==> src/rtl/led_pkg.sv <==
// Shared types and constants for the RGB LED blocks.
// Latency: n/a (declarations only); backpressure: n/a.
package led_pkg;

   typedef enum logic [1:0] {
      IDLE = 2'd0,
      SHOW = 2'd1,
      GAP  = 2'd2
   } state_t;

   localparam int LED_R = 0;
   localparam int LED_G = 1;
   localparam int LED_B = 2;

   localparam logic MODE_SOLID = 1'b0;
   localparam logic MODE_BLINK = 1'b1;

   function automatic logic [2:0] led_mask(input logic [2:0] col, input logic md, input logic ph);
      logic [2:0] m;
      m = col;
      case (md)
         MODE_SOLID: m = col;
         MODE_BLINK: m = col & {3{ph}};
         default:    m = col;
      endcase
      return m;
   endfunction

endpackage

==> src/rtl/rgb_led_arbiter_if.sv <==
// Request/grant bundle between LED requesters and the RGB LED arbiter.
// Latency: n/a; backpressure: none, requests are level-held until granted.
interface rgb_led_arbiter_if #(parameter int N = 3);

   logic [N-1:0]   req;
   logic [3*N-1:0] color;
   logic [N-1:0]   mode;
   logic [N-1:0]   grant;
   logic [N-1:0]   ack;
   logic           redled;
   logic           greenled;
   logic           blueled;
   logic           blink;
   logic           busy;

   modport master (
      output req, color, mode,
      input  grant, ack, redled, greenled, blueled, blink, busy
   );

   modport slave (
      input  req, color, mode,
      output grant, ack, redled, greenled, blueled, blink, busy
   );

endinterface

==> src/rtl/led_blink_gen.sv <==
// Free-running square wave, toggling every BLINK_HALF cycles, low first.
// Latency: registered output; backpressure: none, never stalls.
module led_blink_gen #(
   parameter int BLINK_HALF = 6000000
) (
   input  logic clk,
   input  logic reset,
   output logic phase
);

   localparam int CW = (BLINK_HALF > 1) ? $clog2(BLINK_HALF) : 1;

   logic [CW-1:0] cnt;

   always_ff @(posedge clk) begin
      if (!reset) begin
         cnt   <= '0;
         phase <= 1'b0;
      end else if (cnt == CW'(BLINK_HALF - 1)) begin
         cnt   <= '0;
         phase <= ~phase;
      end else begin
         cnt <= cnt + CW'(1);
      end
   end

endmodule

==> src/rtl/rgb_led_arbiter.sv <==
// Round-robin sharing of one RGB LED among N requesters with min hold and off gap.
// Latency: 1 cycle from winning edge to outputs; backpressure: losers keep req high and wait.
module rgb_led_arbiter #(
   parameter int N           = 3,
   parameter int HOLD_CYCLES = 24000000,
   parameter int GAP_CYCLES  = 2400000,
   parameter int BLINK_HALF  = 6000000
) (
   input  logic              clk,
   input  logic              reset,
   rgb_led_arbiter_if.slave  bus
);

   import led_pkg::*;

   localparam int PW = $clog2(N);
   localparam int HW = (HOLD_CYCLES > 1) ? $clog2(HOLD_CYCLES) : 1;
   localparam int GW = (GAP_CYCLES > 1) ? $clog2(GAP_CYCLES) : 1;

   state_t        state, state_n;
   logic [PW-1:0] ptr, ptr_n;
   logic [HW-1:0] hold, hold_n;
   logic [GW-1:0] gap, gap_n;
   logic [2:0]    col, col_n;
   logic          md, md_n;
   logic [N-1:0]  grant_q, grant_n;
   logic [N-1:0]  ack_q, ack_n;
   logic [2:0]    led_q, led_n;
   logic          busy_q, busy_n;
   logic          phase;
   logic [PW:0]   pick;
   logic          found;
   logic [PW-1:0] win;
   logic [2:0]    win_col;
   logic [2:0]    own_col;
   logic          arb;

   // Nearest set bit after p wins; scanning far-to-near lets the nearest overwrite.
   function automatic logic [PW:0] rr_pick(input logic [N-1:0] r, input logic [PW-1:0] p);
      logic [PW:0] res;
      int          j;
      res = '0;
      for (int k = N; k >= 1; k--) begin
         j = (int'(p) + k) % N;
         if (r[PW'(j)]) res = {1'b1, PW'(j)};
      end
      return res;
   endfunction

   led_blink_gen #(.BLINK_HALF(BLINK_HALF)) u_blink (
      .clk   (clk),
      .reset (reset),
      .phase (phase)
   );

   assign pick    = rr_pick(bus.req, ptr);
   assign found   = pick[PW];
   assign win     = pick[PW-1:0];
   assign win_col = bus.color[3*int'(win) +: 3];
   assign own_col = bus.color[3*int'(ptr) +: 3];
   assign arb     = (state == IDLE) || ((state == GAP) && (gap == '0));

   always_comb begin
      state_n = state;
      ptr_n   = ptr;
      hold_n  = hold;
      gap_n   = gap;
      col_n   = col;
      md_n    = md;
      grant_n = grant_q;
      ack_n   = '0;
      led_n   = '0;
      busy_n  = busy_q;

      case (state)
         SHOW: begin
            if (hold != '0) begin
               hold_n = hold - HW'(1);
               led_n  = led_mask(col, md, phase);
            end else if (bus.req == grant_q) begin
               // Sole remaining requester keeps the LED and picks up its current colour.
               hold_n = HW'(HOLD_CYCLES - 1);
               col_n  = own_col;
               md_n   = bus.mode[ptr];
               led_n  = led_mask(own_col, bus.mode[ptr], phase);
            end else begin
               state_n = GAP;
               grant_n = '0;
               gap_n   = GW'(GAP_CYCLES - 1);
            end
         end
         GAP: begin
            if (gap != '0) gap_n = gap - GW'(1);
         end
         default: ;
      endcase

      if (arb) begin
         if (found) begin
            state_n = SHOW;
            ptr_n   = win;
            hold_n  = HW'(HOLD_CYCLES - 1);
            col_n   = win_col;
            md_n    = bus.mode[win];
            grant_n = {{(N-1){1'b0}}, 1'b1} << win;
            ack_n   = {{(N-1){1'b0}}, 1'b1} << win;
            led_n   = led_mask(win_col, bus.mode[win], phase);
            busy_n  = 1'b1;
         end else begin
            state_n = IDLE;
            grant_n = '0;
            busy_n  = 1'b0;
         end
      end
   end

   always_ff @(posedge clk) begin
      if (!reset) begin
         state   <= IDLE;
         ptr     <= PW'(N - 1);
         hold    <= '0;
         gap     <= '0;
         col     <= '0;
         md      <= 1'b0;
         grant_q <= '0;
         ack_q   <= '0;
         led_q   <= '0;
         busy_q  <= 1'b0;
      end else begin
         state   <= state_n;
         ptr     <= ptr_n;
         hold    <= hold_n;
         gap     <= gap_n;
         col     <= col_n;
         md      <= md_n;
         grant_q <= grant_n;
         ack_q   <= ack_n;
         led_q   <= led_n;
         busy_q  <= busy_n;
      end
   end

   assign bus.grant    = grant_q;
   assign bus.ack      = ack_q;
   assign bus.redled   = led_q[LED_R];
   assign bus.greenled = led_q[LED_G];
   assign bus.blueled  = led_q[LED_B];
   assign bus.busy     = busy_q;
   assign bus.blink    = phase;

endmodule

==> src/flat_wrapper.sv <==
// flat-port wrapper written by rule: the top's interface ports become plain ports
module rgb_led_arbiter_flat import led_pkg::*;
#(
   parameter int N           = 3,
   parameter int HOLD_CYCLES = 24000000,
   parameter int GAP_CYCLES  = 2400000,
   parameter int BLINK_HALF  = 6000000
)
  (clk, reset, bus_req, bus_color, bus_mode, bus_grant, bus_ack, bus_redled, bus_greenled, bus_blueled, bus_blink, bus_busy);
  rgb_led_arbiter_if #(.N(N)) bus_i ();
  input  logic clk;
  input  logic reset;
  input wire logic [$bits(bus_i.req)-1:0] bus_req;
  input wire logic [$bits(bus_i.color)-1:0] bus_color;
  input wire logic [$bits(bus_i.mode)-1:0] bus_mode;
  output wire logic [$bits(bus_i.grant)-1:0] bus_grant;
  output wire logic [$bits(bus_i.ack)-1:0] bus_ack;
  output wire logic [$bits(bus_i.redled)-1:0] bus_redled;
  output wire logic [$bits(bus_i.greenled)-1:0] bus_greenled;
  output wire logic [$bits(bus_i.blueled)-1:0] bus_blueled;
  output wire logic [$bits(bus_i.blink)-1:0] bus_blink;
  output wire logic [$bits(bus_i.busy)-1:0] bus_busy;
  assign bus_i.req = bus_req;
  assign bus_i.color = bus_color;
  assign bus_i.mode = bus_mode;
  assign bus_grant = bus_i.grant;
  assign bus_ack = bus_i.ack;
  assign bus_redled = bus_i.redled;
  assign bus_greenled = bus_i.greenled;
  assign bus_blueled = bus_i.blueled;
  assign bus_blink = bus_i.blink;
  assign bus_busy = bus_i.busy;
  rgb_led_arbiter #(.N(N), .HOLD_CYCLES(HOLD_CYCLES), .GAP_CYCLES(GAP_CYCLES), .BLINK_HALF(BLINK_HALF)) u_core (.clk(clk), .reset(reset), .bus(bus_i));
endmodule
==> config.mk <==
export PLATFORM = sky130hd
export DESIGN_NAME = rgb_led_arbiter_flat
export DESIGN_NICKNAME = d
export VERILOG_FILES = /design/src/rtl/led_pkg.sv /design/src/rtl/rgb_led_arbiter_if.sv /design/src/rtl/led_blink_gen.sv /design/src/rtl/rgb_led_arbiter.sv /design/src/flat_wrapper.sv
export SDC_FILE = /design/constraint.sdc
export NUM_CORES = 1
export LEC_CHECK = 0
export CAP_MARGIN = 20
export CORE_ASPECT_RATIO = 0.6
export CORE_MARGIN = 1
export CORE_UTILIZATION = 25
export DETAILED_ROUTE_END_ITERATION = 8
export GPL_ROUTABILITY_DRIVEN = 1
export PLACE_DENSITY_LB_ADDON = 0.1
export SLEW_MARGIN = 5
export SYNTH_ARGS = -nofsm -noshare
export SYNTH_HDL_FRONTEND = slang
export SYNTH_HIERARCHICAL = 1
export SYNTH_SLANG_ARGS = --single-unit
==> constraint.sdc <==
create_clock -name clk -period 3.4 [get_ports clk]
set_input_delay 1.02 -clock clk [delete_from_list [all_inputs] [get_ports clk]]
set_output_delay 1.02 -clock clk [all_outputs]
set_load 0.005 [all_outputs]
### Yosys cells after proc, flatten, opt, wreduce, memory -nomap -nowiden

Index checks and enable logic that the tools add are counted.

| operators by class | value |
|---|---|
| add/sub/neg operators | 6 |
| multiply operators | 2 |
| divide/modulo/power cells | 3 |
| $lt $le $gt $ge | 5 |
| equal/unequal tests | 9 |
| shift-type cells | 3 |
| multiplexer cells | 54 |
| bitwise logic cells | 8 |
| reductions and logical operators | 13 |

Operators by type and width:

| kind | count |
|---|---|
| $mux W25 | 5 |
| $mod A32 B3 Y32 const B | 3 |
| $mux W22 | 3 |
| $shiftx A9 B32 Y3 | 2 |
| $mux W3 | 18 |
| $pmux W22 S2 | 1 |
| $reduce_bool A25 Y1 | 1 |
| $sub A25 B1 Y25 const B | 1 |
| $add A23 B1 Y23 const B | 1 |
| $eq A23 B23 Y1 const B | 1 |
| $logic_not A22 Y1 | 1 |
| $reduce_bool A22 Y1 | 1 |
| $sub A22 B1 Y22 const B | 1 |
| $pmux W3 S2 | 3 |
| $mux W1 | 15 |
| $lt A2 B4 Y1 const B | 3 |
| $bmux W1 S2 | 5 |
| $and A3 B3 Y3 | 3 |
| $mul A2 B2 Y4 const A | 2 |
| $mux W2 | 4 |
| $add A2 B2 Y3 const B | 2 |
| $lt A2 B3 Y1 const B | 2 |
| $ne A2 B2 Y1 const B | 3 |
| $not A1 Y1 | 5 |
| 14 further kinds | 17 |

| word-level totals | value |
|---|---|
| bits in registers | 89 |
| input port bits | 17 |
| output and inout bits | 11 |
| word-level logic and storage cells | 115 |

### Logic depth before layout (Yosys ltp)

| depth | value |
|---|---|
| depth after elaboration | 14 |
| gate-level depth with buffers | 10 |
| depth with buffers taken out | 8 |

### By module

The synthesis kept the hierarchy.

By module, submodules not included:

| module | instances | cells an instance | area each (um^2) | seq. area each (um^2) |
|---|---|---|---|---|
| rgb_led_arbiter | 1 | 428 | 3,557.2 | 1,301.2 |
| led_blink_gen | 1 | 125 | 1,137.3 | 480.5 |

### Worst setup path before layout

No wires, ideal clock.

| timing | value |
|---|---|
| path type | input -> register |
| from | input bus_req[0] |
| to | register u_core.gap[16] |
| setup time | 72 ps |
| arrival | 2,737 ps |
| required time | 3,328 ps |
| setup slack | 591 ps |
| stages on the path | 8 |
| buffers on the path | 2 |
| path through | xor2_1 -> nor3_1 -> or4_1 -> o21a_2 -> buf_2 -> buf_4 -> nor4_1 -> mux2i_1 |

| on the way | value |
|---|---|
| word-level cells in the longest chain between the ends | 3 |

RTL lines:

| element | line | text |
|---|---|---|
| start: declaration | flat_wrapper.sv:13 | `input wire logic [$bits(bus_i.req)-1:0] bus_req;` |
| $eq A3 B3 Y1 | rgb_led_arbiter.sv:80 | `end else if (bus.req == grant_q) begin` |
| $ne A2 B2 Y1 (no line) | n/a |  |
| $reduce_and A4 Y1 (no line) | n/a |  |
| end signal: assignment | rgb_led_arbiter.sv:133 | `gap <= gap_n;` |
| end: declaration | rgb_led_arbiter.sv:23 | `logic [GW-1:0] gap, gap_n;` |

Every way passes these cells.
A chain may end at the register's enable or synchronous reset.

### Final worst setup path

| timing | value |
|---|---|
| from | input bus_req[0] |
| to | register u_core.gap[13] |

Same word-level chain as after synthesis.

==> results_dict.tcl <==
set metrics [dict create \
    status "finished clean" \
    final.period_utilization 0.927 \
    cts-root-buf "clkbuf_16" \
    finalCriticalPeriod_ns 3.15 \
    dr.pass1.iters 8 \
    post-dp-hpwl_um 10200 \
    crit_chain "clkdlybuf4s50_1, xor2_1, nor3_1, or4_1, o21a_4, or4_1, a21oi_1" \
    synth_edf_count 0 \
    worst-path-max-fanout 32 \
    power.share.clock 0.328 \
    initial_core_util 0.258 \
    drc 0 \
    holdCritStartpoint "u_core/u_blink/cnt[0]$_SDFF_PP0_" \
    cts_hold_buf 0 \
    syn_avg_cell_area_um2 8.49 \
    clk_pin_slew_ns 0.07 \
    gp_congestion 0.804 \
    grt_overflow_total 0 \
    max-vdd-ir-drop_uv 211 \
    worst_setup_path_end_kind "flip-flop" \
    cpPeakStageDelay_ns 0.59 \
    power.density_mw_per_mm2 512 \
    ys_async_sr_fraction 0 \
    via_per_inst 5.13 \
    crit_start "bus_req[0]" \
    wl_um 14000 \
    cts_setup_buffers 0 \
    detail-route-antenna-nets 0 \
    switching_share 0.328 \
    setup_tns_ns 0 \
    area_growth_pct 20.4 \
    crit_type "primary input to flip-flop" \
    port-buffer-count 27 \
    rows 38 \
    io_pins 28 \
    finalWorstSetupSlack_ns 0.250 \
    cap_viol_max_count 0 \
    core_area_mm2 0.0182 \
    cpMaxStageDelayCell "or4_1" \
    numCtsBuffers 9 \
    die_w_um 179 \
    syn_area_mm2 0.00469 \
    final_nets 623 \
    grt_max_degree 33 \
    worst_skew_pair.late_latency_ns 0.36 \
    slew_viol_final 0 \
    post_cts_resized 0 \
    rsz0062_at_grt "false" \
    netSwitchingPower_w 0.000949 \
    p_seq_frac 0.425 \
    synth_cells 553 \
    yosysWarnings 6 \
    start_kind "primary input" \
    clock_skew_ns 0.0160 \
    worstPathRequired_ns 3.68 \
    comb_power_share 0.247 \
    chipHeight_um 108 \
    grt_use_total 0.154 \
    drive_above_1_share 0.113 \
    die_area_mm2 0.0193 \
    vias 4322 \
    cts_buffer_depth 2 \
    max_slew_margin 0.463 \
    grt_pass1_vias 4089 \
    cts.sinks 89 \
    p_leak_nw 2.06 \
    syn_nets 578 \
    diodes 0 \
    hold_violations 0 \
    yosysUniqueCellTypes 65 \
    p_int_w 0.00194 \
    maxClockFrequency_mhz 317 \
    synth-seq-cells 89 \
    wl_per_cell_um 16.6 \
    place_ws_ns -0.210 \
    grt_antenna_before_repair 0 \
    ys_seq_area_frac 0.380 \
    drtIter0Drc 352 \
    crit_path_frequent_cell "or4_1" \
    grt_first_pass_wirelength_um 22700 \
    r2r_start "u_core/gap[9]$_SDFFE_PN0P_" \
    arrival_ns 3.43 \
    setup_violations 0 \
    cts_tree "done" \
    htree_levels 3 \
    tightest_slew_ns 0.805 \
    synth-main-ff-cell "dfxtp_1" \
    min_path_type "flip-flop to flip-flop" \
]
==> registers in the layout (all words and copies together), names as in the netlist <==
signal,flops
u_core/hold,25
u_core/u_blink/cnt,23
u_core/gap,22
u_core/bus.ack,3
u_core/bus.grant,3
u_core/col,3
u_core/led_q,3
u_core/ptr,2
u_core/state,2
u_core/bus.busy,1
u_core/md,1
u_core/u_blink/phase,1
==> layout by cell type (no fill, tap or decap), types with 5 or more instances in the layout <==
| master | n |
|---|---|
| dfxtp_1 | 89 |
| nor2_1 | 50 |
| a21oi_1 | 35 |
| nand2_1 | 33 |
| buf_4 | 30 |
| clkdlybuf4s50_1 | 27 |
| or3_1 | 22 |
| o21ai_0 | 21 |
| xor2_1 | 21 |
| nand3_1 | 20 |
| nor3_1 | 17 |
| inv_1 | 14 |
| or4_1 | 14 |
| nand4_1 | 14 |
| o31ai_1 | 13 |
| a31oi_1 | 12 |
| nor4_1 | 11 |
| clkbuf_16 | 9 |
| mux2i_1 | 8 |
| a211oi_1 | 8 |
| and3_1 | 8 |
| xnor2_1 | 8 |
| ha_1 | 8 |
| or2_2 | 7 |
| and2_1 | 7 |
| o22ai_1 | 7 |
| nand2b_1 | 7 |
| nor2b_1 | 6 |
| o211ai_1 | 6 |
| nor3b_1 | 5 |
==> critical path, delay by kind of cell <==
family	cells	cell delay (ns)
AO/OA/AOI/OAI	2	0.43
XOR/XNOR	1	0.21
buffers and inverters	1	0.55
AND/OR/NAND/NOR	3	1.21
==> cell families (layout without fill, tap and decap cells) <==
kind of cell | count (synthesis) | in the layout | synth area share
buffers and inverters | 39 | 89 | 0.0376
AO/OA/AOI/OAI | 136 | 136 | 0.194
adder cells (fa/ha/maj) | 8 | 8 | 0.0213
AND/OR/NAND/NOR | 243 | 243 | 0.294
multiplexers | 9 | 9 | 0.0195
XOR/XNOR | 29 | 29 | 0.0541
flip-flops | 89 | 89 | 0.380
==> power by group through the flow <==
stage / combinational (W) / sequential (W) / clock, W
floorplan: 0.000457 / 0.00122 / 0
global placement: 0.000700 / 0.00125 / 0
detailed placement: 0.000706 / 0.00125 / 0
CTS: 0.000710 / 0.00123 / 0.000990
global route: 0.000794 / 0.00125 / 0.00103
finish: 0.000714 / 0.00123 / 0.000949
==> layout make-up <==
type,count,area [µm²]
Multi-Input combinational cell,425,2740
Clock inverter,5,40.0
Inverter,16,60.1
Sequential cell,89,1780
Clock buffer,11,233
Tap cell,240,300
Fill cell,1918,12600
Timing Repair Buffer,57,495
==> cell usage after synthesis (8+ instances only) <==
| library cell | count | area share |
|---|---|---|
| o31ai_1 | 13 | 0.021 |
| xor2_1 | 21 | 0.039 |
| xnor2_1 | 8 | 0.015 |
| clkbuf_1 | 13 | 0.010 |
| nor2_1 | 50 | 0.040 |
| a21oi_1 | 35 | 0.037 |
| nor4_1 | 11 | 0.015 |
| a31oi_1 | 12 | 0.016 |
| inv_1 | 14 | 0.011 |
| and3_1 | 8 | 0.011 |
| dfxtp_1 | 89 | 0.38 |
| mux2i_1 | 8 | 0.017 |
| nand2_1 | 33 | 0.026 |
| o21ai_0 | 22 | 0.023 |
| nand4_1 | 14 | 0.019 |
| or3_1 | 22 | 0.029 |
| or4_1 | 14 | 0.022 |
| ha_1 | 8 | 0.021 |
| nor3_1 | 17 | 0.018 |
| a211oi_1 | 8 | 0.013 |
| nand3_1 | 20 | 0.021 |
==> per-stage QoR <==
stage | cell area (µm²) | hold slack, ns | total power, W | utilization | instances
detailed placement | 5370 | 0.448 | 0.00196 | 0.295 | 827
finish | 5650 | 0.461 | 0.00289 | 0.310 | 843
global placement | 5370 | 0.433 | 0.00195 | 0.295 | 827
CTS | 5650 | 0.465 | 0.00293 | 0.310 | 843
global route | 5650 | 0.483 | 0.00307 | 0.310 | 843
floorplan | 4690 | 0.421 | 0.00168 | - | 553
==> per-layer routing <==
metal  track usage  routed length, µm  vias up
met5             0                  0        -
met4        0.0424                108        0
met3        0.0369                716        9
met2         0.206               5380       87
met1         0.236               7810     2055
li1              -                  -     2171
==> worst paths after layout <==
| kind | end | slack (ns) | depth (start not counted) |
|---|---|---|---|
| worst min register to register | u_core/u_blink/cnt[0]$_SDFF_PP0_ | 0.46 | 1 |
| worst min-delay path | u_core/u_blink/cnt[0]$_SDFF_PP0_ | 0.46 | 1 |
| worst max-delay path | u_core/gap[13]$_SDFFE_PN0P_ | 0.25 | 7 |
| worst max register to register | u_core/hold[18]$_SDFF_PN0_ | 0.49 | 8 |
Power figures use the tool's default switching activity.
